==> src/rtl/fxp_pkg.sv <==
// Shared definitions for the fixed-point ALU pipeline: op encodings and
// default Q-format split.
package fxp_pkg;

  localparam int unsigned DEF_INT_BITS  = 8;
  localparam int unsigned DEF_FRAC_BITS = 8;

  localparam logic [2:0] OP_ADD     = 3'b000;
  localparam logic [2:0] OP_SUB     = 3'b001;
  localparam logic [2:0] OP_MUL     = 3'b010;
  localparam logic [2:0] OP_MAC     = 3'b011;
  localparam logic [2:0] OP_ACC_CLR = 3'b100;
  localparam logic [2:0] OP_ACC_RD  = 3'b101;

endpackage

==> src/rtl/fxp_sat.sv <==
// Signed saturating narrower: clamps a wide signed value into W bits.
// Ports:
//   din    - signed value, IN_W bits (IN_W >= W)
//   dout_c - clamped value, W bits (combinational)
//   sat_c  - 1 when din was outside the W-bit signed range (combinational)
module fxp_sat #(
  parameter int unsigned IN_W = 33,
  parameter int unsigned W    = 16
) (
  input  logic signed [IN_W-1:0] din,
  output logic signed [W-1:0]    dout_c,
  output logic                   sat_c
);

  // Range limits expressed at the full input width so the compare never truncates.
  localparam logic signed [IN_W-1:0] MAXV = $signed({{(IN_W-W+1){1'b0}}, {(W-1){1'b1}}});
  localparam logic signed [IN_W-1:0] MINV = $signed({{(IN_W-W+1){1'b1}}, {(W-1){1'b0}}});

  always_comb begin
    dout_c = din[W-1:0];
    sat_c  = 1'b0;
    if (din > MAXV) begin
      dout_c = MAXV[W-1:0];
      sat_c  = 1'b1;
    end else if (din < MINV) begin
      dout_c = MINV[W-1:0];
      sat_c  = 1'b1;
    end
  end

endmodule

==> src/rtl/fxp_alu_pipe.sv <==
// Two-stage fixed-point ALU (Q INT_BITS.FRAC_BITS) with saturating result
// and an internal MAC accumulator. Valid/ready handshake on both sides.
// Ports:
//   clk, rst            - clock, synchronous active-high reset
//   in_valid, in_ready  - operand beat handshake (in_ready is combinational)
//   a, b, op            - signed operands and operation code
//   out_valid, out_ready- result beat handshake
//   result, sat         - saturated result and clamp flag
module fxp_alu_pipe
  import fxp_pkg::*;
#(
  parameter  int unsigned INT_BITS  = DEF_INT_BITS,
  parameter  int unsigned FRAC_BITS = DEF_FRAC_BITS,
  parameter  int unsigned ROUND     = 0,
  localparam int unsigned W         = INT_BITS + FRAC_BITS
) (
  input  logic         clk,
  input  logic         rst,
  input  logic         in_valid,
  output logic         in_ready,
  input  logic [W-1:0] a,
  input  logic [W-1:0] b,
  input  logic [2:0]   op,
  output logic         out_valid,
  input  logic         out_ready,
  output logic [W-1:0] result,
  output logic         sat
);

  // WW holds a full product (2W) plus one bit of rounding headroom.
  localparam int unsigned WW = 2 * W + 1;
  localparam int unsigned AW = WW + 1;
  localparam logic signed [WW-1:0] RND =
    (ROUND != 0) ? (WW'(1) << (FRAC_BITS - 1)) : '0;

  logic                 adv;
  logic                 s1_valid;
  logic [2:0]           s1_op;
  logic signed [WW-1:0] s1_wide;
  logic signed [WW-1:0] s1_wide_nxt;
  logic signed [WW-1:0] sa, sb;
  logic signed [W-1:0]  acc;
  logic signed [WW-1:0] scaled;
  logic signed [WW-1:0] res_wide;
  logic signed [AW-1:0] acc_wide;
  logic signed [W-1:0]  res_sat, acc_sat;
  logic                 res_clamp, acc_clamp;
  logic signed [W-1:0]  res_nxt, acc_nxt;
  logic                 sat_nxt;

  assign adv      = !out_valid || out_ready;
  assign in_ready = adv;

  assign sa = WW'($signed(a));
  assign sb = WW'($signed(b));

  // Stage-1 datapath: full-precision sum/difference/product.
  always_comb begin
    s1_wide_nxt = '0;
    case (op)
      OP_ADD:         s1_wide_nxt = sa + sb;
      OP_SUB:         s1_wide_nxt = sa - sb;
      OP_MUL, OP_MAC: s1_wide_nxt = sa * sb;
      default:        s1_wide_nxt = '0;
    endcase
  end

  // Stage-2 scaling: arithmetic shift, optionally rounding half-up first.
  assign scaled   = (s1_wide + RND) >>> FRAC_BITS;
  assign res_wide = (s1_op == OP_MUL) ? scaled : s1_wide;
  assign acc_wide = AW'(acc) + AW'(scaled);

  fxp_sat #(.IN_W(WW), .W(W)) u_sat_res (
    .din    (res_wide),
    .dout_c (res_sat),
    .sat_c  (res_clamp)
  );

  fxp_sat #(.IN_W(AW), .W(W)) u_sat_acc (
    .din    (acc_wide),
    .dout_c (acc_sat),
    .sat_c  (acc_clamp)
  );

  // Stage-2 result/accumulator selection by op.
  always_comb begin
    res_nxt = '0;
    sat_nxt = 1'b0;
    acc_nxt = acc;
    case (s1_op)
      OP_ADD, OP_SUB, OP_MUL: begin
        res_nxt = res_sat;
        sat_nxt = res_clamp;
      end
      OP_MAC: begin
        res_nxt = acc_sat;
        sat_nxt = acc_clamp;
        acc_nxt = acc_sat;
      end
      OP_ACC_CLR: acc_nxt = '0;
      OP_ACC_RD:  res_nxt = acc;
      default:    res_nxt = '0;
    endcase
  end

  // Pipeline registers; everything holds when the output is stalled.
  always_ff @(posedge clk) begin
    if (rst) begin
      s1_valid  <= 1'b0;
      s1_op     <= OP_ADD;
      s1_wide   <= '0;
      out_valid <= 1'b0;
      result    <= '0;
      sat       <= 1'b0;
      acc       <= '0;
    end else if (adv) begin
      s1_valid  <= in_valid;
      if (in_valid) begin
        s1_op   <= op;
        s1_wide <= s1_wide_nxt;
      end
      out_valid <= s1_valid;
      if (s1_valid) begin
        result <= res_nxt;
        sat    <= sat_nxt;
        acc    <= acc_nxt;
      end
    end
  end

endmodule

==> config.mk <==
export PLATFORM = sky130hd
export DESIGN_NAME = fxp_alu_pipe
export DESIGN_NICKNAME = d
export VERILOG_FILES = /design/src/rtl/fxp_pkg.sv /design/src/rtl/fxp_sat.sv /design/src/rtl/fxp_alu_pipe.sv
export SDC_FILE = /design/constraint.sdc
export NUM_CORES = 1
export LEC_CHECK = 0
export ABC_AREA = 1
export CAP_MARGIN = 0
export CORE_MARGIN = 2
export CORE_UTILIZATION = 40
export DETAILED_ROUTE_END_ITERATION = 16
export PLACE_DENSITY = 0.63
export SLEW_MARGIN = 5
export SYNTH_ARGS = -nofsm -noshare
export SYNTH_HDL_FRONTEND = slang
export SYNTH_SLANG_ARGS = --single-unit
export TNS_END_PERCENT = 10
==> constraint.sdc <==
create_clock -name clk -period 6.8 [get_ports clk]
set_input_delay 1.36 -clock clk [delete_from_list [all_inputs] [get_ports clk]]
set_output_delay 1.36 -clock clk [all_outputs]
set_load 0.01 [all_outputs]
==> summary.md <==
| Metric | Value |
|---|---|
| Outcome | `completed` |
| Die X | `214 um` |
| Setup violators final | `0` |
| Level count of the clock H-tree | `3` |
| Clock tree buffer depth | `2` |
| Worst EP required | `7.00 ns` |
| GRT Total Usage | `about a quarter` |
| Detailed-route DRC error count | `0` |
| EDFF count, synth | `0` |
| Dpl cells | `3376` |
| Final Hold Viols | `0` |
| Cell type with the largest total area after synthesis | `fa_1` |
| CTS Root Buffer Type | `clkbuf_16` |
| Core area | `43300 um^2` |
| Fillers | `~4.2k` |
| Sink Count | `70` |
| Buffers on Ports | `57` |
| Syn_nets | `3050` |
| Max Fclk | `0.150 GHz` |
| Startpoint Class | `input pin` |
| Period Utilization, post-route | `between 90% and 100%` |
| Initial antenna violation count | `1` |
| Post-Syn Area | `17600 um^2` |
| Layout Nets | `3300` |
| Largest net degree at the start of global routing | `slightly above 70` |
| Slew HR | `20.5%` |
| Drt total wl | `57200 um` |
| DP Worst Slack | `-0.847 ns` |
| Cell row count | `76` |
| Setup slack after layout | `0.117 ns` |
| Most Frequent Cell on Critical Path | `fa_1` |
| Worst setup endpoint | `s1_wide[30]` |
| P&R area growth vs syn | `25.1%` |
| Period minus WS final | `6.68 ns` |
| Async set or reset register ratio after synthesis | `0%` |
| Top cells by area, synth | `fa_1 30%, nand2_1 17%, inv_1 14%` |
| Worst-Skew Late Latency | `0.35 ns` |
| Drt via density | `4.99` |
| Worst hold path class | `reg2reg` |
| Most common cell after layout, fill and taps aside | `nand2_1` |
| CP Class | `in2reg` |
| Area of the multi-input gates | `14100 um^2` |
| Worst R2R Setup Slack | `~3.4 ns` |
| Initial Util | `40.7%` |
| Reg-to-Reg End | `result[14]` |
| DRT Pass-1 Iters | `5` |
| CTS clk-pin slew, worst paths | `0.06 ns` |
| Reg area | `~1400 um^2` |
| Max-cap violations | `0` |
| CP max stage cell | `fa_1` |
| Unique masters post-synth | `55` |
| DR vias | `17.2k` |
| CTS tree | `yes` |
| Fin cells | `around 3.4k` |
| Synth Flop Type | `dfxtp_1` |
| Hold_ws | `between 0.4 and 0.5 ns` |
| Most frequent cells in the layout | `755 x nand2_1, 601 x inv_1, 241 x fa_1, 222 x buf_4, 164 x a21oi_1` |
| Grt ovf | `0` |
| Worst r2r path cells | `12` |
| Critical Path AT | `6.88 ns` |
| DR WL/cell | `16.6 um` |
| Post-DP HPWL | `46000 um` |
| Die area | `45700 um^2` |
| Worst hold start | `result[15]` |
| Gp weighted congestion | `approximately 0.95` |
| Crit path from | `a[4]` |
| I/O pins | `just under 60` |
| Die Y-Extent | `214 um` |
| Top cell type's share of synthesized area | `between 30% and 40%` |
| Setup Skew | `0.00564 ns` |
| Fraction of layout instances using a drive strength above 1 | `18.2%` |
| Iter 0 DRT Violations | `1166` |
| RSZ-0062 raised after global routing | `true` |
| Slowest stage delay, CP | `0.59 ns` |
| Crit Path Max Fanout | `7` |
| Post-synthesis cell count | `between 2k and 3k` |
| Worst slew pin tran | `1.19 ns` |
| Warnings from Yosys | `0` |
| Vias in the first global route | `17.8k` |
| First-pass GRT wire length | `91300 um` |
| Detail Route Antenna Nets | `0` |
| Max-slew violation count | `0` |
| Worst r2r src | `s1_op[0]` |
| Post-Syn Area per Cell | `slightly below 7 um^2` |
| Setup TNS | `0 ns` |
| Critical Path End Type | `flip-flop` |
| Num CTS Buffers | `9` |
| FF+latch count, synth | `70` |
| Sequential fraction of the synthesis area | `7.95%` |
[area by class of cell]
type	count	area share, %
Multi-Input combinational cell	1801	64.1
Timing Repair Buffer	325	13.5
Inverter	650	11.1
Sequential cell	70	6.36
Tap cell	585	3.32
Clock buffer	9	1.02
Clock inverter	7	0.511
Antenna cell	1	0.0114
[critical path, delay by kind of cell]
family                   cells  cell delay [ns]
AO/OA/AOI/OAI                6             0.73
adder cells (fa/ha/maj)      7             3.36
buffers and inverters        7             1.00
AND/OR/NAND/NOR              5             0.43
[metal layers]
| metal | up-vias | wire, um | track usage, % |
|---|---|---|---|
| li1 | 8290 | - | - |
| met1 | 8262 | 25200 | 34.4 |
| met2 | 560 | 26700 | 43.6 |
| met3 | 98 | 3660 | 2.87 |
| met4 | 0 | 1580 | 7.02 |
| met5 | - | 0 | 0 |
[flip-flops by register name, indices dropped and copies added, names as in the netlist]
signal     count
result        16
acc           16
s1_valid       1
s1_op          3
out_valid      1
s1_wide       32
sat            1
[cell usage after synthesis, types with 4 or more instances]
cell type / instances
nand2_1: 779
inv_1: 639
fa_1: 265
a21oi_1: 182
ha_1: 139
nor2_1: 97
o21ai_0: 91
clkbuf_1: 71
dfxtp_1: 70
nand3_1: 70
nand4_1: 19
xnor2_1: 17
nor3_1: 14
nand2_2: 13
xor2_1: 13
or2_2: 12
a21oi_2: 7
buf_2: 7
inv_2: 6
nand3_2: 6
o211ai_1: 6
o221ai_1: 6
a21boi_0: 5
a31oi_1: 5
and2_1: 5
clkinv_1: 5
nor4_1: 5
o31ai_1: 5
a21o_1: 4
buf_6: 4
nand3b_1: 4
[through the flow]
step	utilization (%)	area, um^2
after floorplan	-	17600
after global placement	47.0	20300
after detailed placement	47.0	20300
after CTS	50.1	21700
after global routing	50.9	22000
final	50.9	22000
[repair_timing]
item                       in CTS  in global routing
setup endpoints to repair      20                 20
hold buffers                    0                  0
resized for setup             190                 92
pin swaps                     130                 57
buffers inserted               35                  9
gates cloned                    4                  7
[worst min path at each step]
stage / endpoint / cells after the start
after floorplan: s1_valid / 2
after global placement: s1_valid / 2
after detailed placement: result[15] / 2
after CTS: result[15] / 2
after global routing: result[15] / 2
final: result[15] / 2
[cell families (layout without fill, tap and decap cells)]
kind of cell	count (synthesis)	count (layout)	synth area share, %
and+or+nand+nor	1033	1033	23.9
xor gates and xnor gates	30	30	1.49
adders and majority gates	404	404	40.0
AOI/OAI and AO/OA	334	334	10.6
DFF	70	70	7.95
other	0	1	0
buffers and inverters	736	991	16.0
Power is left out: the tool's default activity adds up to more than one toggle a clock period on the data nets, which glitch-free logic cannot reach.
